[src/rtl/sprite_uart_loader_pkg.sv]
// Shared definitions for the sprite/background UART loader.
//   Target ids for the four image stores, packet sync byte, default store
//   sizes, SRAM address width and the state encodings of the packet FSM and
//   the UART receiver.
// Optional feature macro: LOADER_CHECKSUM_EN adds the CHK state, used when a
//   trailing XOR checksum byte follows the pixel data.
package sprite_uart_loader_pkg;

    localparam logic [1:0] TGT_BG   = 2'd0;
    localparam logic [1:0] TGT_P1   = 2'd1;
    localparam logic [1:0] TGT_P2   = 2'd2;
    localparam logic [1:0] TGT_BALL = 2'd3;

    localparam logic [7:0] SYNC_BYTE = 8'hA5;

    localparam int BG_SIZE_DEF   = 76800;
    localparam int PIKA_SIZE_DEF = 4096;
    localparam int BALL_SIZE_DEF = 1600;

    localparam int ADDR_W = 17;

    typedef enum logic [2:0] {
        ST_IDLE,
        ST_HDR,
        ST_PIX_HI,
        ST_PIX_LO,
`ifdef LOADER_CHECKSUM_EN
        ST_CHK,
`endif
        ST_FIN
    } ld_state_t;

    typedef enum logic [1:0] {
        RX_IDLE,
        RX_START,
        RX_DATA,
        RX_STOP
    } rx_state_t;

endpackage

[src/rtl/sprite_uart_loader_rx.sv]
// UART 8N1 byte receiver.
//   Synchronises the asynchronous serial line, detects the start edge,
//   samples each bit at its middle and checks the stop bit.
// Ports:
//   i_clk          system clock
//   i_reset_n      asynchronous active-low reset
//   i_rx           serial input, idle high
//   o_byte         last received byte (LSB first on the wire)
//   o_byte_valid   one-cycle pulse: o_byte holds a correctly framed byte
//   o_frame_err    one-cycle pulse: stop bit sampled low, byte dropped
module uart_rx_byte
    import sprite_uart_loader_pkg::*;
#(
    parameter int CLKS_PER_BIT = 868
) (
    input  logic       i_clk,
    input  logic       i_reset_n,
    input  logic       i_rx,
    output logic [7:0] o_byte,
    output logic       o_byte_valid,
    output logic       o_frame_err
);

    localparam int HALF  = CLKS_PER_BIT / 2;
    localparam int CNT_W = $clog2(CLKS_PER_BIT + 1);

    logic             r_rx_s1;
    logic             r_rx_s2;
    logic             r_rx_prev;
    rx_state_t        r_state;
    logic [CNT_W-1:0] r_cnt;
    logic [2:0]       r_bit;
    logic [7:0]       r_shift;
    logic             r_valid;
    logic             r_ferr;

    rx_state_t        w_state_nxt;
    logic [CNT_W-1:0] w_cnt_nxt;
    logic [2:0]       w_bit_nxt;
    logic [7:0]       w_shift_nxt;
    logic             w_valid_nxt;
    logic             w_ferr_nxt;

    always_ff @(posedge i_clk or negedge i_reset_n) begin
        if (!i_reset_n) begin
            r_rx_s1   <= 1'b1;
            r_rx_s2   <= 1'b1;
            r_rx_prev <= 1'b1;
            r_state   <= RX_IDLE;
            r_cnt     <= '0;
            r_bit     <= '0;
            r_shift   <= '0;
            r_valid   <= 1'b0;
            r_ferr    <= 1'b0;
        end else begin
            r_rx_s1   <= i_rx;
            r_rx_s2   <= r_rx_s1;
            r_rx_prev <= r_rx_s2;
            r_state   <= w_state_nxt;
            r_cnt     <= w_cnt_nxt;
            r_bit     <= w_bit_nxt;
            r_shift   <= w_shift_nxt;
            r_valid   <= w_valid_nxt;
            r_ferr    <= w_ferr_nxt;
        end
    end

    always_comb begin
        w_state_nxt = r_state;
        w_cnt_nxt   = r_cnt + 1'b1;
        w_bit_nxt   = r_bit;
        w_shift_nxt = r_shift;
        w_valid_nxt = 1'b0;
        w_ferr_nxt  = 1'b0;
        case (r_state)
            RX_IDLE: begin
                w_cnt_nxt = '0;
                // Edge rather than level: after a failed stop bit the line is
                // still low and must not be taken as a new start bit.
                if (r_rx_prev && !r_rx_s2) begin
                    w_state_nxt = RX_START;
                end
            end
            RX_START: begin
                if (r_cnt == CNT_W'(HALF - 1)) begin
                    w_cnt_nxt = '0;
                    w_bit_nxt = '0;
                    // A glitch shorter than half a bit is discarded here.
                    w_state_nxt = r_rx_s2 ? RX_IDLE : RX_DATA;
                end
            end
            RX_DATA: begin
                if (r_cnt == CNT_W'(CLKS_PER_BIT - 1)) begin
                    w_cnt_nxt   = '0;
                    w_shift_nxt = {r_rx_s2, r_shift[7:1]};
                    w_bit_nxt   = r_bit + 1'b1;
                    if (r_bit == 3'd7) begin
                        w_state_nxt = RX_STOP;
                    end
                end
            end
            RX_STOP: begin
                if (r_cnt == CNT_W'(CLKS_PER_BIT - 1)) begin
                    w_cnt_nxt   = '0;
                    w_valid_nxt = r_rx_s2;
                    w_ferr_nxt  = !r_rx_s2;
                    w_state_nxt = RX_IDLE;
                end
            end
            default: w_state_nxt = RX_IDLE;
        endcase
    end

    assign o_byte       = r_shift;
    assign o_byte_valid = r_valid;
    assign o_frame_err  = r_ferr;

endmodule

[src/rtl/sprite_uart_loader.sv]
// Sprite/background SRAM loader fed by a UART.
//   Parses packets  A5, target, N x {hi(R in low nibble), lo(G,B)} [, checksum]
//   and issues one SRAM write per pixel to the selected store.
// Optional feature macro: LOADER_CHECKSUM_EN -- a trailing byte equal to the
//   XOR of all pixel bytes is required before done; otherwise done follows the
//   last pixel write directly.
// Ports:
//   i_clk       system clock
//   i_reset_n   asynchronous active-low reset
//   i_uart_rx   serial input, idle high, asynchronous
//   o_wr_en     SRAM write strobe, one cycle per pixel
//   o_wr_sel    target store: 0 bg, 1 P1, 2 P2, 3 ball
//   o_wr_addr   pixel address within target, row-major from 0
//   o_wr_data   pixel {R,G,B} 4 bits each
//   o_busy      high whenever the packet FSM is not idle
//   o_done      one-cycle pulse: packet completed without error
//   o_err       one-cycle pulse: framing, header, checksum or timeout error
module sprite_uart_loader
    import sprite_uart_loader_pkg::*;
#(
    parameter int CLK_HZ      = 100_000_000,
    parameter int BAUD        = 115200,
    parameter int BG_SIZE     = BG_SIZE_DEF,
    parameter int PIKA_SIZE   = PIKA_SIZE_DEF,
    parameter int BALL_SIZE   = BALL_SIZE_DEF,
    parameter int TIMEOUT_CYC = 2_000_000
) (
    input  logic              i_clk,
    input  logic              i_reset_n,
    input  logic              i_uart_rx,
    output logic              o_wr_en,
    output logic [1:0]        o_wr_sel,
    output logic [ADDR_W-1:0] o_wr_addr,
    output logic [11:0]       o_wr_data,
    output logic              o_busy,
    output logic              o_done,
    output logic              o_err
);

    localparam int CLKS_PER_BIT = CLK_HZ / BAUD;
    localparam int TMO_W        = $clog2(TIMEOUT_CYC + 1);

    logic [7:0] w_byte;
    logic       w_byte_valid;
    logic       w_frame_err;

    uart_rx_byte #(.CLKS_PER_BIT(CLKS_PER_BIT)) u_rx (
        .i_clk        (i_clk),
        .i_reset_n    (i_reset_n),
        .i_rx         (i_uart_rx),
        .o_byte       (w_byte),
        .o_byte_valid (w_byte_valid),
        .o_frame_err  (w_frame_err)
    );

    ld_state_t         r_state;
    logic [ADDR_W-1:0] r_addr;
    logic [3:0]        r_red;
    logic              r_wr_en;
    logic [1:0]        r_wr_sel;
    logic [ADDR_W-1:0] r_wr_addr;
    logic [11:0]       r_wr_data;
    logic              r_done;
    logic              r_err;
    logic [TMO_W-1:0]  r_tmo_cnt;

    ld_state_t         w_state_nxt;
    logic [ADDR_W-1:0] w_addr_nxt;
    logic [3:0]        w_red_nxt;
    logic              w_wr_en_nxt;
    logic [1:0]        w_wr_sel_nxt;
    logic [ADDR_W-1:0] w_wr_addr_nxt;
    logic [11:0]       w_wr_data_nxt;
    logic              w_done_nxt;
    logic              w_err_nxt;
    logic              w_timeout;

`ifdef LOADER_CHECKSUM_EN
    logic [7:0] r_chk;
    logic [7:0] w_chk_nxt;
`endif

    function automatic logic [ADDR_W-1:0] last_addr(input logic [1:0] sel);
        case (sel)
            TGT_BG:         return ADDR_W'(BG_SIZE - 1);
            TGT_P1, TGT_P2: return ADDR_W'(PIKA_SIZE - 1);
            default:        return ADDR_W'(BALL_SIZE - 1);
        endcase
    endfunction

    // FIN is excluded so a timeout can never collide with the done pulse.
    assign w_timeout = (r_state != ST_IDLE) && (r_state != ST_FIN) && !w_byte_valid &&
                       (r_tmo_cnt == TMO_W'(TIMEOUT_CYC - 1));

    always_ff @(posedge i_clk or negedge i_reset_n) begin
        if (!i_reset_n) begin
            r_state   <= ST_IDLE;
            r_addr    <= '0;
            r_red     <= '0;
            r_wr_en   <= 1'b0;
            r_wr_sel  <= '0;
            r_wr_addr <= '0;
            r_wr_data <= '0;
            r_done    <= 1'b0;
            r_err     <= 1'b0;
            r_tmo_cnt <= '0;
`ifdef LOADER_CHECKSUM_EN
            r_chk     <= '0;
`endif
        end else begin
            r_state   <= w_state_nxt;
            r_addr    <= w_addr_nxt;
            r_red     <= w_red_nxt;
            r_wr_en   <= w_wr_en_nxt;
            r_wr_sel  <= w_wr_sel_nxt;
            r_wr_addr <= w_wr_addr_nxt;
            r_wr_data <= w_wr_data_nxt;
            r_done    <= w_done_nxt;
            r_err     <= w_err_nxt;
            r_tmo_cnt <= (r_state == ST_IDLE || w_byte_valid) ? '0 : r_tmo_cnt + 1'b1;
`ifdef LOADER_CHECKSUM_EN
            r_chk     <= w_chk_nxt;
`endif
        end
    end

    always_comb begin
        w_state_nxt   = r_state;
        w_addr_nxt    = r_addr;
        w_red_nxt     = r_red;
        w_wr_en_nxt   = 1'b0;
        w_wr_sel_nxt  = r_wr_sel;
        w_wr_addr_nxt = r_wr_addr;
        w_wr_data_nxt = r_wr_data;
        w_done_nxt    = 1'b0;
        w_err_nxt     = 1'b0;
`ifdef LOADER_CHECKSUM_EN
        w_chk_nxt     = r_chk;
`endif
        // In FIN the done pulse takes precedence so done and err stay exclusive.
        if (w_frame_err && r_state != ST_FIN) begin
            w_err_nxt   = 1'b1;
            w_state_nxt = ST_IDLE;
        end else if (w_timeout) begin
            w_err_nxt   = 1'b1;
            w_state_nxt = ST_IDLE;
        end else begin
            case (r_state)
                ST_IDLE: begin
                    if (w_byte_valid && w_byte == SYNC_BYTE) begin
                        w_state_nxt = ST_HDR;
                    end
                end
                ST_HDR: begin
                    if (w_byte_valid) begin
                        if (w_byte <= {6'd0, TGT_BALL}) begin
                            w_wr_sel_nxt = w_byte[1:0];
                            w_addr_nxt   = '0;
                            w_state_nxt  = ST_PIX_HI;
`ifdef LOADER_CHECKSUM_EN
                            w_chk_nxt    = '0;
`endif
                        end else begin
                            w_err_nxt   = 1'b1;
                            w_state_nxt = ST_IDLE;
                        end
                    end
                end
                ST_PIX_HI: begin
                    if (w_byte_valid) begin
                        w_red_nxt   = w_byte[3:0];
                        w_state_nxt = ST_PIX_LO;
`ifdef LOADER_CHECKSUM_EN
                        w_chk_nxt   = r_chk ^ w_byte;
`endif
                    end
                end
                ST_PIX_LO: begin
                    if (w_byte_valid) begin
                        w_wr_en_nxt   = 1'b1;
                        w_wr_addr_nxt = r_addr;
                        w_wr_data_nxt = {r_red, w_byte};
`ifdef LOADER_CHECKSUM_EN
                        w_chk_nxt     = r_chk ^ w_byte;
`endif
                        if (r_addr == last_addr(r_wr_sel)) begin
`ifdef LOADER_CHECKSUM_EN
                            w_state_nxt = ST_CHK;
`else
                            w_state_nxt = ST_FIN;
`endif
                        end else begin
                            w_addr_nxt  = r_addr + 1'b1;
                            w_state_nxt = ST_PIX_HI;
                        end
                    end
                end
`ifdef LOADER_CHECKSUM_EN
                ST_CHK: begin
                    if (w_byte_valid) begin
                        if (w_byte == r_chk) begin
                            w_state_nxt = ST_FIN;
                        end else begin
                            w_err_nxt   = 1'b1;
                            w_state_nxt = ST_IDLE;
                        end
                    end
                end
`endif
                ST_FIN: begin
                    w_done_nxt = 1'b1;
                    // A byte landing in this cycle is treated as idle traffic.
                    w_state_nxt = (w_byte_valid && w_byte == SYNC_BYTE) ? ST_HDR : ST_IDLE;
                end
                default: w_state_nxt = ST_IDLE;
            endcase
        end
    end

    assign o_wr_en   = r_wr_en;
    assign o_wr_sel  = r_wr_sel;
    assign o_wr_addr = r_wr_addr;
    assign o_wr_data = r_wr_data;
    assign o_busy    = (r_state != ST_IDLE);
    assign o_done    = r_done;
    assign o_err     = r_err;

endmodule

[config.mk]
export PLATFORM = sky130hd
export DESIGN_NAME = sprite_uart_loader
export DESIGN_NICKNAME = d
export VERILOG_FILES = /design/src/rtl/sprite_uart_loader_pkg.sv /design/src/rtl/sprite_uart_loader_rx.sv /design/src/rtl/sprite_uart_loader.sv
export SDC_FILE = /design/constraint.sdc
export NUM_CORES = 1
export LEC_CHECK = 0
export BUFFER_PORTS_ARGS = -buffer_cell sky130_fd_sc_hd__buf_2
export CAP_MARGIN = 20
export CORE_UTILIZATION = 40
export DETAILED_ROUTE_END_ITERATION = 8
export GPL_ROUTABILITY_DRIVEN = 0
export PLACE_DENSITY = 0.64
export SKIP_LAST_GASP = 1
export SLEW_MARGIN = 0
export SYNTH_ARGS = -nofsm -noshare
export SYNTH_HDL_FRONTEND = slang
export SYNTH_SLANG_ARGS = --single-unit
[constraint.sdc]
create_clock -name i_clk -period 2.1 [get_ports i_clk]
set_clock_uncertainty 0.1 [all_clocks]
set_input_delay 0 -clock i_clk [delete_from_list [all_inputs] [get_ports i_clk]]
set_output_delay 0 -clock i_clk [all_outputs]
set_load 0.005 [all_outputs]
==> impl_metrics.tcl <==
set metrics [dict create \
    setup.worst_path.end "r_addr[10]" \
    slew-limit-headroom_pct 68.5 \
    finalHoldViolCount 0 \
    cp_cell_sequence "a2111o_1 > mux2_4 > a2111oi_4 > buf_6 > buf_6 > a211oi_2 > o22ai_1" \
    seq_power_share_pct 50.8 \
    hp-class "in2async" \
    grt_start_max_net_pins 40 \
    cp-start-kind "register" \
    num_rows 40 \
    start_util_pct 41.6 \
    pwr-share-clk_pct 39.2 \
    dieWidth_um 114 \
    first_pass_iters 4 \
    cp.depth 7 \
    r2r_slack_ns -0.08 \
    synth_fp_nets 531 \
    cp_common_cell "buf_6" \
    wire_per_inst_um 14.6 \
    ys_seq_area_share_pct 53.0 \
    intPower_w 0.00312 \
    drv_cap 0 \
    fmax_ghz 0.460 \
    place_inst 749 \
    gr-total-overflow 0 \
    status "complete, but fails checks" \
    path_buf_inv 2 \
    dieArea_sq_um 13100 \
    cp.required_ns 2.27 \
    cts_tree "yes" \
    routed_wl_mm 11.3 \
    pin_count 38 \
    power_w 0.00424 \
    post-route-period-util_pct 104 \
    clock_sinks 107 \
    ys_warn_count 0 \
    worst-path-max-fanout 5 \
    r2r_cells 7 \
    cts_buffer_depth 2 \
    yosys_most_used_dff "dfrtp_1" \
    post_drt_via_cell_ratio 5.24 \
    portBuffers 37 \
    failed_checks "negative setup slack" \
    irDropWorstVdd_mv 0.351 \
    drive_gt1_share_pct 26.3 \
    synth_cells 518 \
    cts-root-buf "clkbuf_16" \
    slowest_stage "a2111o_1" \
    track_usage_pct 18.3 \
    clkTransAtPathRegs_ns 0.08 \
    path_class "reg2reg" \
    async_reset_ff_share_pct 100 \
    ant_nets 0 \
    synth_cell_types 54 \
    diodes 0 \
    rsz0062_at_grt "true" \
    r2r-start "r_addr[10]" \
    numCtsBuffers 9 \
    num_vias 4043 \
    nets 612 \
    p_sw_w 0.00112 \
    ys_ff_latch 107 \
    cts_htree_levels 3 \
    grt_pass1_vias 4053 \
    timing.final.ws_setup_ns -0.0759 \
    syn_area_per_cell_sq_um 9.76 \
    grt_pass1_wl_mm 18.8 \
    clk_latency_ns 0.36 \
    period_needed_ns 2.18 \
    design.core.area_sq_um 12200 \
    antenna_found_initial 0 \
    arrival_ns 2.34 \
    power.density_nw_per_um2 674 \
    drc_errors 0 \
    tightest_slew_ns 0.468 \
    worst_setup_path_end_kind "register" \
    cp_top_family "compound AO/OA/AOI/OAI gates" \
    crit_start "r_addr[10]" \
    synthToLayoutAreaGrowth_pct 24.6 \
    final_cells 772 \
    synth-edff-count 0 \
    p_sw_share_pct 26.4 \
    worst_hold_slack_ns 0.00970 \
    reg2reg_to "r_addr[10]" \
    first_iter_violations 212 \
    dp_slack_ns -0.0861 \
    utilization_pct 51.8 \
    max_stage_delay_ns 0.40 \
    p_leak_nw 2.92 \
    dpl.hpwl_mm 7.65 \
    die_y_um 114 \
    setup_viol_count_final 16 \
    pwr-share-comb_pct 10.0 \
    finalMaxSlewViolations 0 \
    syn_area_sq_um 5060 \
]
==> synthesized netlist by cell type, types with 3 or more instances <==
master | n | share of area (%)
nor2_1 | 52 | 3.9
ha_1 | 10 | 2.5
xnor2_1 | 16 | 2.8
and3_1 | 5 | 0.62
o21ai_0 | 23 | 2.3
nand3_1 | 17 | 1.7
a31oi_1 | 6 | 0.74
o22ai_1 | 4 | 0.49
inv_1 | 27 | 2.0
o31ai_1 | 4 | 0.59
buf_2 | 4 | 0.40
mux2_2 | 15 | 3.3
a21oi_1 | 9 | 0.89
dfstp_2 | 3 | 1.6
mux2i_1 | 5 | 0.99
and2_1 | 3 | 0.37
nand4_1 | 13 | 1.6
nand2b_1 | 11 | 1.4
or3_1 | 5 | 0.62
nand4b_1 | 3 | 0.52
xor2_1 | 9 | 1.6
nor4_1 | 10 | 1.2
dfrtp_1 | 104 | 51
or4_1 | 4 | 0.59
nor3_1 | 7 | 0.69
clkbuf_1 | 13 | 0.97
a211oi_1 | 4 | 0.59
or2_2 | 3 | 0.37
nor4b_1 | 4 | 0.69
nand2_1 | 93 | 6.9
==> how the worst min path moves through the flow <==
stage | depth (start not counted) | end | startpoint | slack (ns)
3_5_place_dp | 1 | o_wr_addr[12] | i_reset_n | -0.15
5_1_grt | 2 | o_wr_addr[16] | i_reset_n | 0.03
2_1_floorplan | 0 | asynchronous set/reset pin | i_reset_n | -0.40
4_1_cts | 2 | o_wr_addr[7] | i_reset_n | 0.01
3_3_place_gp | 1 | o_wr_addr[4] | i_reset_n | -0.15
6_report | 2 | o_wr_addr[7] | i_reset_n | 0.01
==> power groups by stage <==
stage / registers, W / logic (W) / clock network, W
2_1_floorplan: 0.00218 / 0.000277 / 0
3_3_place_gp: 0.00219 / 0.000375 / 0
3_5_place_dp: 0.00219 / 0.000397 / 0
4_1_cts: 0.00215 / 0.000411 / 0.00171
5_1_grt: 0.00216 / 0.000481 / 0.00179
6_report: 0.00216 / 0.000425 / 0.00166
==> sequential cells by signal, summed over array words and instances (netlist names), named ones only <==
| name | cells |
|---|---|
| r_tmo_cnt | 21 |
| o_wr_addr | 17 |
| r_addr | 17 |
| o_wr_data | 12 |
| u_rx.r_cnt | 10 |
| u_rx.o_byte | 8 |
| r_red | 4 |
| r_state | 3 |
| u_rx.r_bit | 3 |
| o_wr_sel | 2 |
| o_done | 1 |
| o_err | 1 |
| o_wr_en | 1 |
| u_rx.o_byte_valid | 1 |
| u_rx.o_frame_err | 1 |
| u_rx.r_rx_prev | 1 |
| u_rx.r_rx_s1 | 1 |
| u_rx.r_rx_s2 | 1 |
| u_rx.r_state | 1 |
==> kinds of logic after synthesis <==
kind of cell               count (synthesis)  share of synthesized area, %
xor gates and xnor gates                  25                          4.33
AOI/OAI and AO/OA                         70                          9.21
DFF                                      107                          53.0
and+or+nand+nor                          237                          22.5
adders and majority gates                 10                          2.47
muxes                                     20                          4.33
buffers and inverters                     49                          4.11
==> final cells by class <==
class,instances,area (sq um)
fill,1088,5860
sequential,107,2680
timing repair buffer,92,642
clock buffer,10,239
tap,168,210
inverter,27,104
clock inverter,6,58.8
multi-input combinational,362,2360
==> routing by layer <==
layer  track usage (%)  part of all wire [%]
met3              3.28                   3.9
met1              23.0                    46
met5                 0                     0
met4              9.96                   2.5
met2              30.1                    48
==> stage by stage <==
step / area [sq um] / TNS (ns)
finish: 6300 / -0.379
global placement: 5730 / -0.121
global route: 6300 / -1.81
CTS: 6110 / -0.0242
detailed placement: 5730 / -0.770
floorplan: 5070 / -0.0898
==> placed cells by master, fill, tap and decap left out, types with 5 or more instances in the layout <==
| cell type | synthesis | final |
|---|---|---|
| xor2_1 | 9 | 9 |
| nand4_1 | 13 | 13 |
| buf_2 | 4 | 37 |
| nand2_1 | 93 | 92 |
| ha_1 | 10 | 9 |
| and3_1 | 5 | 5 |
| dfrtp_1 | 104 | 104 |
| a21oi_1 | 9 | 7 |
| a31oi_1 | 6 | 5 |
| mux2_2 | 15 | 13 |
| clkbuf_16 | 0 | 9 |
| mux2i_1 | 5 | 5 |
| o21ai_0 | 23 | 19 |
| buf_6 | 2 | 6 |
| nor3_1 | 7 | 6 |
| nor2_1 | 52 | 52 |
| inv_1 | 27 | 26 |
| nand3_1 | 17 | 17 |
| nor4_1 | 10 | 6 |
| nand2b_1 | 11 | 10 |
| buf_4 | 1 | 45 |
| xnor2_1 | 16 | 16 |
==> what timing repair did <==
action | CTS | global route
gates cloned | 1 | 1
hold buffers | 2 | 0
hold endpoints to repair | 105 | 0
pin swaps | 4 | 14
gates resized for setup | 10 | 37
setup buffers | 2 | 1
endpoints found under the setup margin | 36 | 37
Note: power is estimated with default switching activity, not from simulation.
